File: src/rtl/bp_fe_lce_resp_arb.sv
// bp_fe_lce_resp_arb
//
// Merges LCE responses from the request side and the command side into a
// single registered output toward the CCE. Each source has its own 2-entry
// FIFO; an arbiter loads one FIFO head into the output register whenever that
// register is empty or draining. The request side normally wins.
//
// Ports:
//   clk_i, reset_n_i            clock, asynchronous active-low reset
//   req_resp_i / _v_i / _ready_o  request-side response input (valid/ready)
//   cmd_resp_i / _v_i / _ready_o  command-side sync/invalidate ack input
//   lce_resp_o / _v_o / _ready_i  arbitrated response to the CCE
//   grant_src_o                 source of lce_resp_o (0 = req, 1 = cmd)
//
// Optional feature: define BP_FE_LCE_RESP_ARB_STARVE_EN to add a starvation
// counter that forces a command-side grant after starve_limit_p consecutive
// request-side grants made while the command FIFO was waiting.
module bp_fe_lce_resp_arb #(
  parameter int unsigned resp_width_p   = 64,
  parameter int unsigned starve_limit_p = 8
) (
  input  logic                    clk_i,
  input  logic                    reset_n_i,
  input  logic [resp_width_p-1:0] req_resp_i,
  input  logic                    req_resp_v_i,
  output logic                    req_resp_ready_o,
  input  logic [resp_width_p-1:0] cmd_resp_i,
  input  logic                    cmd_resp_v_i,
  output logic                    cmd_resp_ready_o,
  output logic [resp_width_p-1:0] lce_resp_o,
  output logic                    lce_resp_v_o,
  input  logic                    lce_resp_ready_i,
  output logic                    grant_src_o
);

  typedef enum logic {IDLE = 1'b0, HOLD = 1'b1} state_e;

  // Index 0 = request side, index 1 = command side.
  logic [resp_width_p-1:0] in_data [2];
  logic [resp_width_p-1:0] head    [2];
  logic [1:0]              in_v;
  logic [1:0]              in_ready;
  logic [1:0]              enq;
  logic [1:0]              deq;
  logic [1:0]              nonempty;

  assign in_data[0]       = req_resp_i;
  assign in_data[1]       = cmd_resp_i;
  assign in_v             = {cmd_resp_v_i, req_resp_v_i};
  assign req_resp_ready_o = in_ready[0];
  assign cmd_resp_ready_o = in_ready[1];

  genvar gi;
  generate
    for (gi = 0; gi < 2; gi++) begin : g_fifo
      logic [resp_width_p-1:0] mem_q [2];
      logic [resp_width_p-1:0] mem_d [2];
      logic                    wr_ptr_q, wr_ptr_d;
      logic                    rd_ptr_q, rd_ptr_d;
      logic [1:0]              count_q, count_d;

      // Ready looks only at the registered count, so a full FIFO stays
      // not-ready even in a cycle where it is being popped. It is also held
      // low while reset is asserted.
      assign in_ready[gi] = reset_n_i && (count_q != 2'd2);
      assign enq[gi]      = in_v[gi] && in_ready[gi];
      assign nonempty[gi] = (count_q != 2'd0);
      assign head[gi]     = mem_q[rd_ptr_q];

      always_comb begin
        mem_d    = mem_q;
        wr_ptr_d = wr_ptr_q;
        rd_ptr_d = rd_ptr_q;
        if (enq[gi]) begin
          mem_d[wr_ptr_q] = in_data[gi];
          wr_ptr_d        = ~wr_ptr_q;
        end
        if (deq[gi]) begin
          rd_ptr_d = ~rd_ptr_q;
        end
        count_d = count_q + {1'b0, enq[gi]} - {1'b0, deq[gi]};
      end

      always_ff @(posedge clk_i or negedge reset_n_i) begin
        if (!reset_n_i) begin
          mem_q[0] <= '0;
          mem_q[1] <= '0;
          wr_ptr_q <= 1'b0;
          rd_ptr_q <= 1'b0;
          count_q  <= 2'd0;
        end else begin
          mem_q    <= mem_d;
          wr_ptr_q <= wr_ptr_d;
          rd_ptr_q <= rd_ptr_d;
          count_q  <= count_d;
        end
      end
    end
  endgenerate

  // Arbitration
  state_e                  state_q, state_d;
  logic                    out_v_q, out_v_d;
  logic                    out_src_q, out_src_d;
  logic [resp_width_p-1:0] out_data_q, out_data_d;
  logic                    load;
  logic                    sel_cmd;
  logic                    starve_force;

  // The output register can take a new entry when empty or draining.
  assign load    = (!out_v_q || lce_resp_ready_i) && (|nonempty);
  assign sel_cmd = nonempty[1] && (!nonempty[0] || starve_force);
  assign deq     = load ? (sel_cmd ? 2'b10 : 2'b01) : 2'b00;

`ifdef BP_FE_LCE_RESP_ARB_STARVE_EN
  localparam int unsigned CNT_W = ($clog2(starve_limit_p + 1) > 0) ?
                                  $clog2(starve_limit_p + 1) : 1;
  logic [CNT_W-1:0] starve_cnt_q, starve_cnt_d;

  assign starve_force = (starve_cnt_q >= CNT_W'(starve_limit_p));

  // Counts request-side grants made while the cmd FIFO is waiting.
  always_comb begin
    starve_cnt_d = starve_cnt_q;
    if (!nonempty[1] || (load && sel_cmd)) begin
      starve_cnt_d = '0;
    end else if (load && (starve_cnt_q < CNT_W'(starve_limit_p))) begin
      starve_cnt_d = starve_cnt_q + CNT_W'(1);
    end
  end

  always_ff @(posedge clk_i or negedge reset_n_i) begin
    if (!reset_n_i) begin
      starve_cnt_q <= '0;
    end else begin
      starve_cnt_q <= starve_cnt_d;
    end
  end
`else
  assign starve_force = 1'b0;
`endif

  always_comb begin
    state_d    = state_q;
    out_v_d    = out_v_q;
    out_src_d  = out_src_q;
    out_data_d = out_data_q;
    case (state_q)
      IDLE: begin
        if (load) begin
          state_d    = HOLD;
          out_v_d    = 1'b1;
          out_src_d  = sel_cmd;
          out_data_d = sel_cmd ? head[1] : head[0];
        end
      end
      HOLD: begin
        if (lce_resp_ready_i) begin
          if (load) begin
            out_src_d  = sel_cmd;
            out_data_d = sel_cmd ? head[1] : head[0];
          end else begin
            state_d = IDLE;
            out_v_d = 1'b0;
          end
        end
      end
    endcase
  end

  always_ff @(posedge clk_i or negedge reset_n_i) begin
    if (!reset_n_i) begin
      state_q    <= IDLE;
      out_v_q    <= 1'b0;
      out_src_q  <= 1'b0;
      out_data_q <= '0;
    end else begin
      state_q    <= state_d;
      out_v_q    <= out_v_d;
      out_src_q  <= out_src_d;
      out_data_q <= out_data_d;
    end
  end

  assign lce_resp_o   = out_data_q;
  assign lce_resp_v_o = out_v_q;
  assign grant_src_o  = out_src_q;

endmodule

File: config.mk
export PLATFORM = sky130hd
export DESIGN_NAME = bp_fe_lce_resp_arb
export DESIGN_NICKNAME = d
export VERILOG_FILES = /design/src/rtl/bp_fe_lce_resp_arb.sv
export SDC_FILE = /design/constraint.sdc
export NUM_CORES = 1
export LEC_CHECK = 0
export CAP_MARGIN = 25
export CELL_PAD_IN_SITES_DETAIL_PLACEMENT = 1
export CELL_PAD_IN_SITES_GLOBAL_PLACEMENT = 1
export CORE_AREA = 2 2 185 187
export DETAILED_ROUTE_END_ITERATION = 12
export DIE_AREA = 0 0 187 189
export PLACE_DENSITY_LB_ADDON = 0.1
export SETUP_SLACK_MARGIN = 0.3
export SYNTH_ARGS = -nofsm -noshare
export SYNTH_HDL_FRONTEND = slang
export SYNTH_SLANG_ARGS = --single-unit
File: constraint.sdc
create_clock -name clk_i -period 2.8 [get_ports clk_i]
set_input_delay 0.7 -clock clk_i [delete_from_list [all_inputs] [get_ports clk_i]]
set_output_delay 0.7 -clock clk_i [all_outputs]
set_load 0.005 [all_outputs]
Word-level counts from Yosys, hierarchy flattened. Index checks and enable logic that the tools add are counted.

Bits in registers: 331. Bits in latches: 0. Bits in writable memories: 0. Memory bits (read-only): 0. Input port bits: 133. Output and inout port bits: 68. Memories: 0.

$add $sub $neg: 4. Multipliers: 0. Div/mod/pow operators: 0. $lt $le $gt $ge: 6. Equal/unequal tests: 5. Shift operators: 0. Multiplexer cells: 28. Bitwise gates (word level): 9. Reduce and logical (&&, ||, !) cells: 15.

Operators by type and width (number): 64-bit 2-to-1 mux (11); 128-bit bitwise mux (2); 64-bit demux with 1-bit select (2); 64-bit one-hot mux with 2 select lines (1); 2-bit inequality test (second input constant) (5); 2-bit >= comparator (second input constant) (4); 1-bit logical AND (8); 1-bit NOT with 2-bit output (4); 1-bit 2-to-1 mux (7); 1-bit one-hot mux with 2 select lines (3); 1-bit NOT (5); 2-bit by 1-bit adder with 2-bit output (2); 2-bit by 1-bit < comparator with 1-bit output (second input constant) (2); 2-bit 2-to-1 mux (2); 2-bit nonzero test (2); 2-bit by 1-bit subtractor with 2-bit output (2); 3-bit AND reduction (1); 1-bit zero test (2); 2-bit OR reduction (1); 1-bit logical OR (1).

Longest topological paths before layout.
Word-level depth: 8. Depth in mapped cells: 9. Gate-level depth less buffers: 7.

Worst setup path after synthesis. No wires, ideal clock.

Path type: in2reg. Start point: input port lce_resp_ready_i. End point: register g_fifo[0].count_q[1]. Arrival time: 2.085 ns. Slack: 0.590 ns. Stages on the path: 9. Buffers on the path: 2. Cells stage by stage: nor2b_1 -> clkbuf_1 -> clkbuf_1 -> nor2_1 -> ha_1 -> inv_1 -> ha_1 -> xnor2_1 -> xnor2_1.

Word-level cells in the longest chain between the ends: 4.

RTL lines: start, declared (RTL line 32) `input logic lce_resp_ready_i,`; 1-bit logical OR (RTL line 111) `assign load = (!out_v_q || lce_resp_ready_i) && (|nonempty);`; 1-bit logical AND (RTL line 111); 2-bit 2-to-1 mux (RTL line 113) `assign deq = load ? (sel_cmd ? 2'b10 : 2'b01) : 2'b00;`; named net deq[0] (RTL line 44) `logic [1:0] deq;`; 2-bit by 1-bit subtractor with 2-bit output (RTL line 81) `count_d = count_q + {1'b0, enq[gi]} - {1'b0, deq[gi]};`; named net g_fifo[0].count_d[1] (RTL line 60) `logic [1:0] count_q, count_d;`; end signal, assigned (RTL line 95) `count_q <= count_d;`; end, declared (RTL line 60).

The timed path passes the listed nets, and every way through them passes these cells. A chain may end at the register's enable or synchronous reset.

Worst setup path after layout.
Start point: register g_fifo[1].count_q[0]. End point: output port cmd_resp_ready_o.

Word-level cells in the longest chain between the ends: 2.

RTL lines: start, declared (RTL line 60); start signal, assigned (RTL line 95); 2-bit inequality test (RTL line 65) `assign in_ready[gi] = reset_n_i && (count_q != 2'd2);`; 1-bit logical AND (RTL line 65); end, declared (RTL line 29) `output logic cmd_resp_ready_o,`.

No other way between the ends.

==> impl_metrics.ini <==
[synth]
synth-compound-area-share_pct = 14.1
synth_top_family_by_area = multiplexers
synth_fa_ha_area_share_pct = 0.336
post_synth_and_or_nand_nor_area_fraction_pct = 6.48
synth.mux.area_fraction_pct = 19.4
synthXorXnorAreaFrac_pct = 0.471
synth.distinct_cells = 31
total_of_warnings_raised_by_yosys = 0
postSynthRegisterBits = 331
synth_top_area_cell = dfrtp_1
mappedNetlistNets = 1262
synthesis.instances = 1125
post_synth.cell_area_avg_um2 = 13.2
netlist.area_leader.share_pct = 55.7
yosys-top-cells-area = dfrtp_1, mux2_2, mux2_1, o31ai_1, nor2b_1
synth_seq_area_share_pct = 55.7
netlist_area_um2 = 14900

[route]
antenna_left = 0
vias = 10300
routed_wl_mm = 41.8
viasPerCell = 5.81
drt_drc_violations_left = 0
number_of_iterations_in_the_first_detailed_routing_pass = 6
avgRoutedWirePerCell_um = 23.5
drt_iter0_drcs = 468

[global_route]
gr-usage-all-layers_pct = 24.1
grt_antenna_before_repair = 3
grt-ovfl-total = 0
grt_max_degree = 164
grt_pass1_wl_mm = 66.8
first_global_vias = 11300

[floorplanning]
io_pins = 201
floorplan.initialDensity_pct = 44.7
die_area_um2 = 35300
core_um2 = 33300
rows = 67
fp.dieH_um = 189
fp.dieW_um = 187

[power_and_ir_drop]
power_frac_seq_pct = 39.5
power.density_cell_area_nw_per_um2 = 1180
internal_power_mw = 14.7
clockPowerShare_pct = 22.9
worst_vdd_rail_ir_drop_v = 0.000688
power.combinational.fraction_pct = 37.6
power.switching_fraction_pct = 33.8
power.switching_mw = 7.51
cellLeakagePower_nw = 7.65

[final_layout]
area_occupied_by_registers_um2 = 8300
multi_input_comb_area_um2 = 6150
layout-drive-gt1-share_pct = 22.5
num-fill-cells = 3264
final_core_util_pct = 56.7
syn_to_final_growth_pct = 26.9
nets = 1436

[job]
cap_violations = 0

[cts]
clock_pin_slew_on_the_worst_setup_and_hold_paths_ps = 60
cts_tree = built
cts_inserted_buffers = 38
clockRootBuffer = clkbuf_16
tritoncts_num_sinks = 331
depth_of_the_cts_h_tree = 2
clock_latency_ps = 520
clk_path_buf_depth = 3

[sta]
final-max-slew-violation-count = 0
timing.setup.tns_ps = 0
setup_viol_count_final = 0
worst_pin_slew_ps = 940
rsz0062_at_grt = false
max_clock_freq_mhz = 410
finalClockSkew_ps = 16.4
final.period_utilization_pct = 87.1
hold_violations = 0
finalWorstPathRequiredPeriod_ps = 2440
timing.final.ws_setup_ps = 361
relSlewSlack_pct = 37.3

[placed_design]
gp_routability_congestion = 0.721
dp_worst_setup_slack_ps = 167
portBuffers = 200
place_hpwl_mm = 25.8

[hold_path]
timing.hold.worst.class = input pin to asynchronous set/reset pin

[critical_path]
critical_path_required_ps = 2100
cp.arrival_ps = 1740
criticalPathCategory = flip-flop to output port
crit_path_start_kind = flip-flop
r2r-start = g_fifo[0].count_q[1]$_DFF_PN0_
end_kind = output port
r2r-end = lce_resp_o[7]$_DFFE_PN0P_
reg2regPathDepth = 5
regToRegSetupSlack_ps = 490
path_max_fanout = 4

[run_status]
status = finished clean
==> worst max-delay path by stage <==
stage                                   startpoint                        endpoint  slack (ps)  depth (start not counted)
floorplan                         lce_resp_ready_i  g_fifo[0].count_q[1]$_DFF_PN0_         590                          9
global placement                  lce_resp_ready_i      lce_resp_o[22]$_DFFE_PN0P_         250                          5
detailed placement                lce_resp_ready_i      lce_resp_o[56]$_DFFE_PN0P_         170                          5
CTS                 g_fifo[1].count_q[1]$_DFF_PN0_                cmd_resp_ready_o         270                          3
global route        g_fifo[1].count_q[0]$_DFF_PN0_                cmd_resp_ready_o         330                          3
finish              g_fifo[1].count_q[0]$_DFF_PN0_                cmd_resp_ready_o         360                          3
==> cells by family after synthesis <==
| kind of cell | Yosys count |
|---|---|
| buffers and inverters | 116 |
| and+or+nand+nor | 151 |
| DFF | 331 |
| muxes | 256 |
| xor gates and xnor gates | 8 |
| adders and majority gates | 4 |
| AOI/OAI and AO/OA | 259 |
==> placed cells by master (no fill, tap or decap), types with 3 or more instances in the layout <==
cell type,instances
dfrtp_1,325
clkdlybuf4s50_1,199
mux2_2,167
nor2b_1,128
o31ai_1,128
mux2_1,89
a221oi_1,64
a2111oi_0,64
clkbuf_16,41
buf_4,30
buf_12,14
clkinv_2,11
clkbuf_8,7
xor2_1,4
inv_1,4
xnor2_1,4
ha_1,4
clkbuf_1,4
dfrtp_2,4
bufinv_16,3
==> registers in the layout (all words and copies together) (netlist names) <==
name	count
g_fifo.count_q	4
grant_src_o	1
g_fifo.rd_ptr_q	2
lce_resp_v_o	1
g_fifo.mem_q	256
g_fifo.wr_ptr_q	2
state_q	1
lce_resp_o	64
==> critical path, cell delays in order (launching register included) <==
cell,delay [ps]
dfrtp_2,420
nand2b_4,170
and2_1,190
clkdlybuf4s50_1,450
==> per-stage QoR <==
step | hold slack [ps] | instances | power (mW) | instance area, um^2
floorplan | 404 | 1125 | 13.7 | 14900
global placement | 459 | 1701 | 16.7 | 17500
detailed placement | 467 | 1701 | 17.2 | 17500
CTS | 359 | 1773 | 22.4 | 18800
global route | 176 | 1776 | 23.7 | 18900
finish | 177 | 1776 | 22.2 | 18900
==> Yosys cell counts <==
library cell / n
dfrtp_1: 331
mux2_2: 167
nor2b_1: 130
o31ai_1: 128
mux2_1: 89
clkbuf_1: 70
a2111oi_0: 64
a221oi_1: 64
buf_2: 35
buf_6: 6
ha_1: 4
inv_1: 4
nor2_1: 4
xnor2_1: 4
xor2_1: 4
and2_1: 2
and3_1: 2
and4b_1: 2
nand2b_1: 2
nand4_2: 2
a21o_1: 1
buf_1: 1
nand3_1: 1
nor3_2: 1
nor4_1: 1
nor4_2: 1
o21a_1: 1
o21bai_1: 1
or2_1: 1
or2_2: 1
or3_1: 1
==> metal layers <==
layer  wire length, um  share of wire, %  GRT usage [%]
met2             20200                48           40.5
met1             18900                45           32.5
met3              1860               4.4           4.04
met4               791               1.9           5.92
met5                23             0.055              0
==> power groups by stage <==
stage	Combinational [mW]	Clock, mW	Sequential (mW)
finish	8.35	5.10	8.78
global route	9.13	5.41	9.13
CTS	8.42	5.21	8.82
detailed placement	8.27	0	8.88
global placement	7.95	0	8.76
floorplan	5.53	0	8.13
==> timing repair <==
action,CTS,global route
buffers inserted,3,1
hold endpoints to repair,4,0
endpoints found under the setup margin,2,2
gates resized for setup,7,1
hold buffers,1,0
==> layout make-up <==
| type | count | share of cell area [%] |
|---|---|---|
| multi-input combinational | 678 | 32.6 |
| inverter | 4 | 0.0795 |
| antenna | 1 | 0.0133 |
| sequential | 331 | 44.0 |
| clock buffer | 52 | 6.03 |
| clock inverter | 16 | 0.849 |
| timing repair buffer | 246 | 13.5 |
| tap | 448 | 2.97 |
Note: power is estimated with default switching activity, not from simulation.
